$ cat src/rtl/pixel_adjust_pkg.sv
// -----------------------------------------------------------------------------
// pixel_adjust_pkg
// Shared types and helpers for the pixel_adjust brightness/contrast unit.
//   PA_GAIN_FRAC  : default number of fractional gain bits
//   PA_GAIN_UNITY : gain code meaning 1.0 at the default fraction
//   marker_t      : frame-position markers travelling with each pixel
//   clamp_sat     : saturate a signed value into [0, 2^data_w-1]
// -----------------------------------------------------------------------------
package pixel_adjust_pkg;

  localparam int PA_GAIN_FRAC  = 4;
  localparam int PA_GAIN_UNITY = 1 << PA_GAIN_FRAC;

  typedef struct packed {
    logic sof;
    logic eol;
    logic eof;
  } marker_t;

  // Result is 32 bits wide; callers keep the low data_w bits.
  function automatic logic [31:0] clamp_sat(input logic signed [31:0] v,
                                            input int data_w);
    logic signed [31:0] max_v;
    max_v = $signed((32'd1 << data_w) - 32'd1);
    if (v < 0)
      clamp_sat = '0;
    else if (v > max_v)
      clamp_sat = max_v;
    else
      clamp_sat = v;
  endfunction

endpackage

$ cat src/rtl/pixel_adjust_lane.sv
// -----------------------------------------------------------------------------
// pixel_adjust_lane
// One channel of the two-stage datapath.
//   Stage 1: scl = (in*gain + half_lsb) >> GAIN_FRAC   (round half up)
//   Stage 2: out = clamp(scl + offset)
// Ports:
//   clk, rst_n     : clock, asynchronous active-low reset
//   en1, en2       : load enables for stage 1 / stage 2 (low = stall)
//   in_data, gain  : stage-1 operands for the pixel being accepted
//   offset         : signed offset belonging to the pixel held in stage 1
//   out_data       : registered, clamped result
//   clip_lo/hi     : (PIXEL_ADJUST_STATS_EN only) result was clamped low/high
// -----------------------------------------------------------------------------
module pixel_adjust_lane
  import pixel_adjust_pkg::*;
#(
  parameter int DATA_W    = 8,
  parameter int GAIN_W    = 8,
  parameter int GAIN_FRAC = 4
) (
  input  logic                     clk,
  input  logic                     rst_n,
  input  logic                     en1,
  input  logic                     en2,
  input  logic [DATA_W-1:0]        in_data,
  input  logic [GAIN_W-1:0]        gain,
  input  logic signed [DATA_W:0]   offset,
  output logic [DATA_W-1:0]        out_data
`ifdef PIXEL_ADJUST_STATS_EN
  ,
  output logic                     clip_lo,
  output logic                     clip_hi
`endif
);

  localparam int PROD_W = DATA_W + GAIN_W;
  localparam int SCL_W  = PROD_W - GAIN_FRAC;
  // Two spare bits: one for the sign, one so scl+offset can never wrap.
  localparam int SUM_W  = SCL_W + 2;
  // Half an output LSB; evaluates to zero when there are no fractional bits.
  localparam logic [PROD_W-1:0] RND = PROD_W'((1 << GAIN_FRAC) >> 1);

  logic [PROD_W-1:0]      prod;
  logic [SCL_W-1:0]       scl_q, scl_d;
  logic signed [SUM_W-1:0] sum;
  logic signed [31:0]     sum32;
  logic [DATA_W-1:0]      out_q, out_d;

  always_comb begin
    prod  = PROD_W'(in_data) * PROD_W'(gain) + RND;
    scl_d = en1 ? SCL_W'(prod >> GAIN_FRAC) : scl_q;
    sum   = $signed({2'b00, scl_q}) +
            $signed({{(SUM_W-DATA_W-1){offset[DATA_W]}}, offset});
    sum32 = {{(32-SUM_W){sum[SUM_W-1]}}, sum};
    out_d = en2 ? DATA_W'(clamp_sat(sum32, DATA_W)) : out_q;
  end

  always_ff @(posedge clk or negedge rst_n) begin
    if (!rst_n) begin
      scl_q <= '0;
      out_q <= '0;
    end else begin
      scl_q <= scl_d;
      out_q <= out_d;
    end
  end

  assign out_data = out_q;

`ifdef PIXEL_ADJUST_STATS_EN
  localparam logic signed [SUM_W-1:0] MAX_S =
    $signed({{(SUM_W-DATA_W){1'b0}}, {DATA_W{1'b1}}});

  logic clip_lo_q, clip_lo_d, clip_hi_q, clip_hi_d;

  always_comb begin
    clip_lo_d = en2 ? (sum < 0)     : clip_lo_q;
    clip_hi_d = en2 ? (sum > MAX_S) : clip_hi_q;
  end

  always_ff @(posedge clk or negedge rst_n) begin
    if (!rst_n) begin
      clip_lo_q <= 1'b0;
      clip_hi_q <= 1'b0;
    end else begin
      clip_lo_q <= clip_lo_d;
      clip_hi_q <= clip_hi_d;
    end
  end

  assign clip_lo = clip_lo_q;
  assign clip_hi = clip_hi_q;
`endif

endmodule

$ cat src/rtl/pixel_adjust.sv
// -----------------------------------------------------------------------------
// pixel_adjust
// Streaming per-pixel brightness/contrast: out = clamp(round(in*gain)+offset)
// per channel, two pipeline stages, 1 pixel/clk, frame markers alongside data.
// Gain/offset are double-buffered: cfg_update loads the shadow copy, and the
// active copy follows the shadow when the start-of-frame pixel is accepted.
// Ports:
//   clk, rst_n                    : clock, asynchronous active-low reset
//   s_valid/s_ready/s_data        : input pixel stream (channel 0 in LSBs)
//   m_valid/m_ready/m_data        : output pixel stream
//   m_sof/m_eol/m_eof             : markers of the output pixel
//   cfg_gain/cfg_offset/cfg_update: pending gain (unsigned), offset (signed),
//                                   one-cycle load strobe
// Optional macro PIXEL_ADJUST_STATS_EN adds clip_lo_cnt, clip_hi_cnt and
// stats_valid: per-frame counts of clamped samples, published at EOF output.
// -----------------------------------------------------------------------------
module pixel_adjust
  import pixel_adjust_pkg::*;
#(
  parameter int DATA_W    = 8,
  parameter int CHANNELS  = 1,
  parameter int IMG_W     = 410,
  parameter int IMG_H     = 361,
  parameter int GAIN_W    = 8,
  parameter int GAIN_FRAC = PA_GAIN_FRAC
) (
  input  logic                         clk,
  input  logic                         rst_n,
  input  logic                         s_valid,
  output logic                         s_ready,
  input  logic [CHANNELS*DATA_W-1:0]   s_data,
  output logic                         m_valid,
  input  logic                         m_ready,
  output logic [CHANNELS*DATA_W-1:0]   m_data,
  output logic                         m_sof,
  output logic                         m_eol,
  output logic                         m_eof,
  input  logic [GAIN_W-1:0]            cfg_gain,
  input  logic [DATA_W:0]              cfg_offset,
  input  logic                         cfg_update
`ifdef PIXEL_ADJUST_STATS_EN
  ,
  output logic [31:0]                  clip_lo_cnt,
  output logic [31:0]                  clip_hi_cnt,
  output logic                         stats_valid
`endif
);

  localparam int CW = (IMG_W > 1) ? $clog2(IMG_W) : 1;
  localparam int RW = (IMG_H > 1) ? $clog2(IMG_H) : 1;
  localparam logic [GAIN_W-1:0] GAIN_ONE = (GAIN_FRAC == PA_GAIN_FRAC) ?
    GAIN_W'(PA_GAIN_UNITY) : GAIN_W'(1 << GAIN_FRAC);

  logic [CW-1:0]     col_q, col_d;
  logic [RW-1:0]     row_q, row_d;
  logic [GAIN_W-1:0] shd_gain_q, shd_gain_d, act_gain_q, act_gain_d;
  logic [DATA_W:0]   shd_off_q, shd_off_d, act_off_q, act_off_d;
  logic [DATA_W:0]   off1_q, off1_d;
  logic              v1_q, v1_d, v2_q, v2_d;
  marker_t           mk1_q, mk1_d, mk2_q, mk2_d;
  logic              live_q;

  logic              ready1, ready2, accept, at_eol;
  marker_t           mk_in;
  logic [GAIN_W-1:0] fwd_gain, gain_sel;
  logic [DATA_W:0]   fwd_off, off_sel;

  always_comb begin
    ready2  = !v2_q || m_ready;
    ready1  = !v1_q || ready2;
    // live_q keeps s_ready low until the first clock after reset release.
    s_ready = live_q && ready1;
    accept  = s_valid && s_ready;

    at_eol    = (col_q == CW'(IMG_W - 1));
    mk_in.sof = (col_q == '0) && (row_q == '0);
    mk_in.eol = at_eol;
    mk_in.eof = at_eol && (row_q == RW'(IMG_H - 1));

    // A strobe coinciding with the SOF accept is forwarded past the shadow.
    fwd_gain = cfg_update ? cfg_gain   : shd_gain_q;
    fwd_off  = cfg_update ? cfg_offset : shd_off_q;
    gain_sel = mk_in.sof ? fwd_gain : act_gain_q;
    off_sel  = mk_in.sof ? fwd_off  : act_off_q;

    col_d      = col_q;
    row_d      = row_q;
    shd_gain_d = shd_gain_q;
    shd_off_d  = shd_off_q;
    act_gain_d = act_gain_q;
    act_off_d  = act_off_q;
    v1_d       = v1_q;
    mk1_d      = mk1_q;
    off1_d     = off1_q;
    v2_d       = v2_q;
    mk2_d      = mk2_q;

    if (cfg_update) begin
      shd_gain_d = cfg_gain;
      shd_off_d  = cfg_offset;
    end

    if (accept) begin
      if (mk_in.sof) begin
        act_gain_d = fwd_gain;
        act_off_d  = fwd_off;
      end
      if (at_eol) begin
        col_d = '0;
        row_d = mk_in.eof ? '0 : row_q + RW'(1);
      end else begin
        col_d = col_q + CW'(1);
      end
    end

    if (ready1) begin
      v1_d   = accept;
      mk1_d  = mk_in;
      off1_d = off_sel;
    end
    if (ready2) begin
      v2_d  = v1_q;
      mk2_d = mk1_q;
    end
  end

  always_ff @(posedge clk or negedge rst_n) begin
    if (!rst_n) begin
      col_q      <= '0;
      row_q      <= '0;
      shd_gain_q <= GAIN_ONE;
      shd_off_q  <= '0;
      act_gain_q <= GAIN_ONE;
      act_off_q  <= '0;
      off1_q     <= '0;
      v1_q       <= 1'b0;
      mk1_q      <= '0;
      v2_q       <= 1'b0;
      mk2_q      <= '0;
      live_q     <= 1'b0;
    end else begin
      col_q      <= col_d;
      row_q      <= row_d;
      shd_gain_q <= shd_gain_d;
      shd_off_q  <= shd_off_d;
      act_gain_q <= act_gain_d;
      act_off_q  <= act_off_d;
      off1_q     <= off1_d;
      v1_q       <= v1_d;
      mk1_q      <= mk1_d;
      v2_q       <= v2_d;
      mk2_q      <= mk2_d;
      live_q     <= 1'b1;
    end
  end

  assign m_valid = v2_q;
  assign m_sof   = mk2_q.sof;
  assign m_eol   = mk2_q.eol;
  assign m_eof   = mk2_q.eof;

`ifdef PIXEL_ADJUST_STATS_EN
  logic [CHANNELS-1:0] clip_lo_v, clip_hi_v;
`endif

  genvar gi;
  generate
    for (gi = 0; gi < CHANNELS; gi++) begin : g_lane
      pixel_adjust_lane #(
        .DATA_W   (DATA_W),
        .GAIN_W   (GAIN_W),
        .GAIN_FRAC(GAIN_FRAC)
      ) u_lane (
        .clk     (clk),
        .rst_n   (rst_n),
        .en1     (ready1),
        .en2     (ready2),
        .in_data (s_data[gi*DATA_W +: DATA_W]),
        .gain    (gain_sel),
        .offset  (off1_q),
        .out_data(m_data[gi*DATA_W +: DATA_W])
`ifdef PIXEL_ADJUST_STATS_EN
        ,
        .clip_lo (clip_lo_v[gi]),
        .clip_hi (clip_hi_v[gi])
`endif
      );
    end
  endgenerate

`ifdef PIXEL_ADJUST_STATS_EN
  logic [31:0] lo_acc_q, lo_acc_d, hi_acc_q, hi_acc_d;
  logic [31:0] lo_tot_q, lo_tot_d, hi_tot_q, hi_tot_d;
  logic [31:0] lo_inc, hi_inc;
  logic        stats_valid_q, stats_valid_d;

  always_comb begin
    lo_inc = '0;
    hi_inc = '0;
    for (int i = 0; i < CHANNELS; i++) begin
      lo_inc = lo_inc + 32'(clip_lo_v[i]);
      hi_inc = hi_inc + 32'(clip_hi_v[i]);
    end
    lo_acc_d      = lo_acc_q;
    hi_acc_d      = hi_acc_q;
    lo_tot_d      = lo_tot_q;
    hi_tot_d      = hi_tot_q;
    stats_valid_d = 1'b0;
    if (v2_q && m_ready) begin
      if (mk2_q.eof) begin
        // Totals include the EOF pixel itself; counting restarts at zero.
        lo_tot_d      = lo_acc_q + lo_inc;
        hi_tot_d      = hi_acc_q + hi_inc;
        lo_acc_d      = '0;
        hi_acc_d      = '0;
        stats_valid_d = 1'b1;
      end else begin
        lo_acc_d = lo_acc_q + lo_inc;
        hi_acc_d = hi_acc_q + hi_inc;
      end
    end
  end

  always_ff @(posedge clk or negedge rst_n) begin
    if (!rst_n) begin
      lo_acc_q      <= '0;
      hi_acc_q      <= '0;
      lo_tot_q      <= '0;
      hi_tot_q      <= '0;
      stats_valid_q <= 1'b0;
    end else begin
      lo_acc_q      <= lo_acc_d;
      hi_acc_q      <= hi_acc_d;
      lo_tot_q      <= lo_tot_d;
      hi_tot_q      <= hi_tot_d;
      stats_valid_q <= stats_valid_d;
    end
  end

  assign clip_lo_cnt = lo_tot_q;
  assign clip_hi_cnt = hi_tot_q;
  assign stats_valid = stats_valid_q;
`endif

endmodule

$ cat config.mk
export PLATFORM = sky130hd
export DESIGN_NAME = pixel_adjust
export DESIGN_NICKNAME = d
export VERILOG_FILES = /design/src/rtl/pixel_adjust_pkg.sv /design/src/rtl/pixel_adjust_lane.sv /design/src/rtl/pixel_adjust.sv
export SDC_FILE = /design/constraint.sdc
export NUM_CORES = 1
export LEC_CHECK = 0
export CORE_ASPECT_RATIO = 0.75
export CORE_MARGIN = 10
export CORE_UTILIZATION = 45
export CTS_BUF_LIST = sky130_fd_sc_hd__clkbuf_16
export DETAILED_ROUTE_END_ITERATION = 8
export HOLD_SLACK_MARGIN = 0.02
export PLACE_DENSITY_LB_ADDON = 0.08
export SYNTH_ARGS = -nofsm -noshare
export SYNTH_HDL_FRONTEND = slang
export SYNTH_SLANG_ARGS = --single-unit
$ cat constraint.sdc
create_clock -name clk -period 17.3 [get_ports clk]
set_input_delay 1.73 -clock clk [delete_from_list [all_inputs] [get_ports clk]]
set_output_delay 1.73 -clock clk [all_outputs]
set_load 0.02 [all_outputs]
---- Word level (Yosys, flattened, before mapping) ----
Cells that the tools add are included.
operators by class
  add/subtract/negate cells ............... 4
  $mul .................................... 1
  magnitude comparators ................... 2
  equality and inequality tests ........... 2
  mux-type cells .......................... 8
  reductions and logical operators ........ 11
operators by type and width
  kind                     number
  $mux W9                  4
  $mux W8                  4
  $add A9 B1 Y9 const B    2
  $eq A9 B9 Y1 const B     2
  $logic_not A9 Y1         2
  $add A16 B4 Y16 const B  1
  $mul A8 B8 Y16           1
  $add A13 B9 Y14          1
  $gt A14 B9 Y1 const B    1
  $lt A14 B1 Y1 const B    1
  $logic_and A1 B1 Y1      4
  $logic_not A1 Y1         2
  $logic_or A1 B1 Y1       2
  $reduce_and A2 Y1        1
storage, ports and cells
  register bits after elaboration ......... 90
  output and inout bits ................... 13
  logic and storage cells ................. 46

---- Depth between registers and ports, before layout ----
  depth in word-level cells ............... 6
  gate-level depth with buffers ........... 24

---- By module ----
A second synthesis with hierarchy kept.
unflattened totals
  cells, all modules ...................... 662
  area total of the unflattened synthesis .. 6797.8 sq um
modules (own cells, without submodules)
  module             times used  cells each  area an instance (sq um)
  pixel_adjust_lane  1           379         3483.3
  pixel_adjust       1           283         3314.4

---- Least setup slack after synthesis ----
OpenSTA, ideal clock, no wires.
  kind .................................... in2reg
  from .................................... input cfg_update
  to ...................................... register g_lane[0].u_lane.scl_q[11]
  arrival ................................. 6.495 ns
  path slack .............................. 10.668 ns
  stages on the path ...................... 18
  buffers on the path ..................... 2
  cell sequence ........................... clkbuf_1 > clkbuf_1 > mux2_2 > mux2i_1 > nor2b_1 > ha_1 > fa_1 > inv_1 > fa_1 > fa_1 > inv_1 > ha_1 > o211ai_1 > a21oi_1 > o41ai_1 > o21ai_0 > xnor2_1 > a21oi_1
between the ends
  longest elaborated chain between the ends .. 4
ends and longest elaborated chain
  element               line                     text
  start, declared       pixel_adjust.sv:40       input logic cfg_update
  $mux W8               n/a
  net fwd_gain[0]       pixel_adjust.sv:65       logic [GAIN_W-1:0] fwd_gain, gain_sel;
  $mux W8               n/a
  $mul A8 B8 Y16        pixel_adjust_lane.sv:50  prod = PROD_W'(in_data) * PROD_W'(gain) + RND;
  $add A16 B4 Y16       pixel_adjust_lane.sv:50
  end signal, assigned  pixel_adjust_lane.sv:63  scl_q <= scl_d;
  end, declared         pixel_adjust_lane.sv:44  logic [SCL_W-1:0] scl_q, scl_d;
The timed path passes the listed nets, and every way through them passes these cells.
A chain may end at the register's enable or synchronous reset.

---- Final worst setup path ----
Same ends and word-level chain as after synthesis.

==> flow_metrics.env <==
export IMPL_avgViaCountPerCell=5.19
export IMPL_place_congestion=0.828
export IMPL_ant_nets=0
export IMPL_peakVddDrop_mv=0.0624
export IMPL_wl_per_cell_um=15.7
export IMPL_cts_sinks=90
export IMPL_clkTransAtPathRegs_ns=0.06
export IMPL_start_util_pct=45.6
export IMPL_syn_num_nets=787
export IMPL_synth_ff_type="dfrtp_1"
export IMPL_finalMaxSlewViolations=0
export IMPL_io_pins=43
export IMPL_clock_skew_ns=0.0137
export IMPL_reg2reg_slack_ns=10.53
export IMPL_endpoint_kind="flip-flop"
export IMPL_fin_setup_tns_ns=0
export IMPL_postSynth_asyncResetShare_pct=100
export IMPL_drt_iter0_markers=205
export IMPL_ctsResizeCount=0
export IMPL_hold_viol=0
export IMPL_synthesis_area_sq_um=6570
export IMPL_synth_seq_cells=90
export IMPL_yosysUniqueCellTypes=57
export IMPL_cts_tree="yes"
export IMPL_grt_usage_pct=15.0
export IMPL_clkLatencyLatePin_ns=0.34
export IMPL_root_buffer="clkbuf_16"
export IMPL_synth_seq_area_share_pct=34.3
export IMPL_r2r_end="g_lane[0].u_lane.scl_q[11]$_DFFE_PN0N_"
export IMPL_n_antenna_cell=0
export IMPL_grt_max_degree=77
export IMPL_synthToLayoutAreaGrowth_pct=13.9
export IMPL_drv_cap=0
export IMPL_die_area_sq_um=19900
export IMPL_fmaxAchievable_mhz=129
export IMPL_hold_path_end="m_eol$_DFFE_PN0P_"
export IMPL_vias=4725
export IMPL_slew_headroom_pct=21.2
export IMPL_grt_pass1_vias=4879
export IMPL_placed_cells=896
export IMPL_reg2reg_from="row_q[0]$_DFFE_PN0P_"
export IMPL_final_nets=829
export IMPL_cts_buffers=9
export IMPL_dr_pass1_iters=4
export IMPL_worstMarginPinSlew_ns=1.18
export IMPL_drc=0
export IMPL_p_per_area_nw_per_um2=64.5
export IMPL_rsz0062_at_grt="false"
export IMPL_post_cts_setup_buffers=0
export IMPL_core_sq_um=14400
export IMPL_finalCriticalPeriod_ns=7.75
export IMPL_final_cells=911
export IMPL_grt_first_pass_wirelength_mm=24.7
export IMPL_finalCritPeriodShare_pct=44.8
export IMPL_syn_area_per_cell_sq_um=9.88
export IMPL_cp_start_kind="primary input"
export IMPL_critPathKind="in -> reg"
export IMPL_dieHeight_um=125
export IMPL_worstHoldStart="m_eol$_DFFE_PN0P_"
export IMPL_rows=38
export IMPL_r2r_cells=23
export IMPL_finalSetupViolations=0
export IMPL_yosys_warnings=0
export IMPL_layout_drive_gt1_share_pct=9.56
export IMPL_power_leakage_nw=3.51
export IMPL_port_buffers=42
export IMPL_crit_path_max_fanout=17
export IMPL_grt_overflow=0
export IMPL_hold_depth=2
export IMPL_die_w_um=160
export IMPL_place_hpwl_mm=11.0
export IMPL_antenna_found_initial=0
export IMPL_synth_edff_count=0
export IMPL_synth_cells=665
export IMPL_wl_mm=14.3
export IMPL_cts_hold_buf=0
export IMPL_status="completed"
export IMPL_worst_ep_required_time_ns=17.51
export IMPL_hp_class="reg -> reg"
export IMPL_arrival_ns=7.96
export IMPL_clockBufferDepth=2
export IMPL_htreeDepth=3
synth_stat cells (3+ instances only):
cell type	number	area, sq um
a211oi_1	4	30.0
a21o_1	7	52.6
a21oi_1	22	110
a31oi_1	7	43.8
and3_1	4	25.0
clkbuf_1	12	45.0
dfrtp_1	88	2200
fa_1	38	761
ha_1	54	676
inv_1	76	285
mux2_2	28	315
mux2i_1	18	180
nand2_1	62	233
nand2b_1	19	119
nand3_1	8	40.0
nand4_1	9	56.3
nor2_1	30	113
nor2b_1	46	288
nor3_1	8	40.0
o21ai_0	51	255
o21bai_1	3	22.5
o221a_2	9	101
or3_1	5	31.3
xnor2_1	13	114
xor2_1	6	52.6
how the worst max path moves through the flow:
stage / start / to / slack [ns]
floorplan: cfg_update / g_lane[0].u_lane.scl_q[11]$_DFFE_PN0N_ / 10.67
global placement: cfg_update / g_lane[0].u_lane.scl_q[11]$_DFFE_PN0N_ / 9.38
detailed placement: cfg_update / g_lane[0].u_lane.scl_q[11]$_DFFE_PN0N_ / 9.16
CTS: cfg_update / g_lane[0].u_lane.scl_q[11]$_DFFE_PN0N_ / 9.52
global route: cfg_update / g_lane[0].u_lane.scl_q[11]$_DFFE_PN0N_ / 9.10
finish: cfg_update / g_lane[0].u_lane.scl_q[11]$_DFFE_PN0N_ / 9.55
cell families (layout without fill, tap and decap cells):
group / count (synthesis) / count (layout) / synth area share, %
buffers and inverters: 91 / 137 / 5.43
AO/OA/AOI/OAI: 118 / 118 / 11.6
AND/OR/NAND/NOR: 207 / 207 / 16.4
multiplexers: 47 / 47 / 7.75
other: 1 / 1 / 0.0571
flip-flops: 90 / 90 / 34.3
adder cells (fa/ha/maj): 92 / 92 / 21.9
XOR/XNOR: 19 / 19 / 2.53
area by class of cell:
class / count / area [sq um]
Fill cell: 1359 / 6920
Multi-Input combinational cell: 484 / 3960
Sequential cell: 90 / 2250
Timing Repair Buffer: 46 / 448
Inverter: 76 / 285
Tap cell: 200 / 250
Clock buffer: 9 / 225
Clock inverter: 6 / 58.8
state kept, by name, indices dropped and copies added (netlist names):
name	cells
act_gain_q	8
act_off_q	9
col_q	9
g_lane.u_lane.out_data	8
g_lane.u_lane.scl_q	12
live_q	1
m_eof	1
m_eol	1
m_sof	1
m_valid	1
mk1_q	3
off1_q	9
row_q	9
shd_gain_q	8
shd_off_q	9
v1_q	1
cell usage in the layout (no fill, tap or decap), types with 5 or more instances in the layout:
master	count
a21o_1	7
a21oi_1	22
a31oi_1	7
buf_4	5
clkbuf_16	9
clkdlybuf4s50_1	41
dfrtp_1	88
fa_1	38
ha_1	54
inv_1	77
mux2_2	28
mux2i_1	18
nand2_1	62
nand2b_1	19
nand3_1	8
nand4_1	9
nor2_1	29
nor2b_1	46
nor3_1	8
o21ai_0	51
o221a_2	9
or3_1	5
xnor2_1	13
xor2_1	6
power by group:
part | total (mW) | internal [mW] | switching [mW]
clock network | 0.192 | 0.110 | 0.0819
registers | 0.233 | 0.222 | 0.0106
logic | 0.0576 | 0.0272 | 0.0304
layer usage:
layer,global-route usage [%],part of all wire [%]
met5,0,0
met4,2.99,0.75
met3,3.63,4.0
met2,23.3,44
met1,20.8,51
per-stage QoR:
stage / util (%) / setup WS, ns / cell area [sq um] / total power [mW] / hold slack, ns
detailed placement: 50.0 / 9.16 / 7200 / 0.295 / 0.458
global route: 52.0 / 9.10 / 7480 / 0.506 / 0.501
floorplan: - / 10.67 / 6570 / 0.265 / 0.439
global placement: 50.0 / 9.38 / 7200 / 0.293 / 0.455
CTS: 52.0 / 9.52 / 7480 / 0.490 / 0.473
finish: 52.0 / 9.55 / 7480 / 0.483 / 0.469
worst max-delay path, stage by stage:
cell             delay [ns]
clkdlybuf4s50_1        1.08
mux2_2                 0.44
mux2i_1                0.66
nor2b_1                0.15
fa_1                   0.57
inv_1                  0.05
fa_1                   0.47
inv_1                  0.05
fa_1                   0.53
inv_1                  0.05
fa_1                   0.53
inv_1                  0.04
ha_1                   0.31
o211ai_1               0.16
a21oi_1                0.17
o41ai_1                0.45
o21ai_0                0.20
xnor2_1                0.22
a21oi_1                0.09
(Power assumes the default switching activity.)
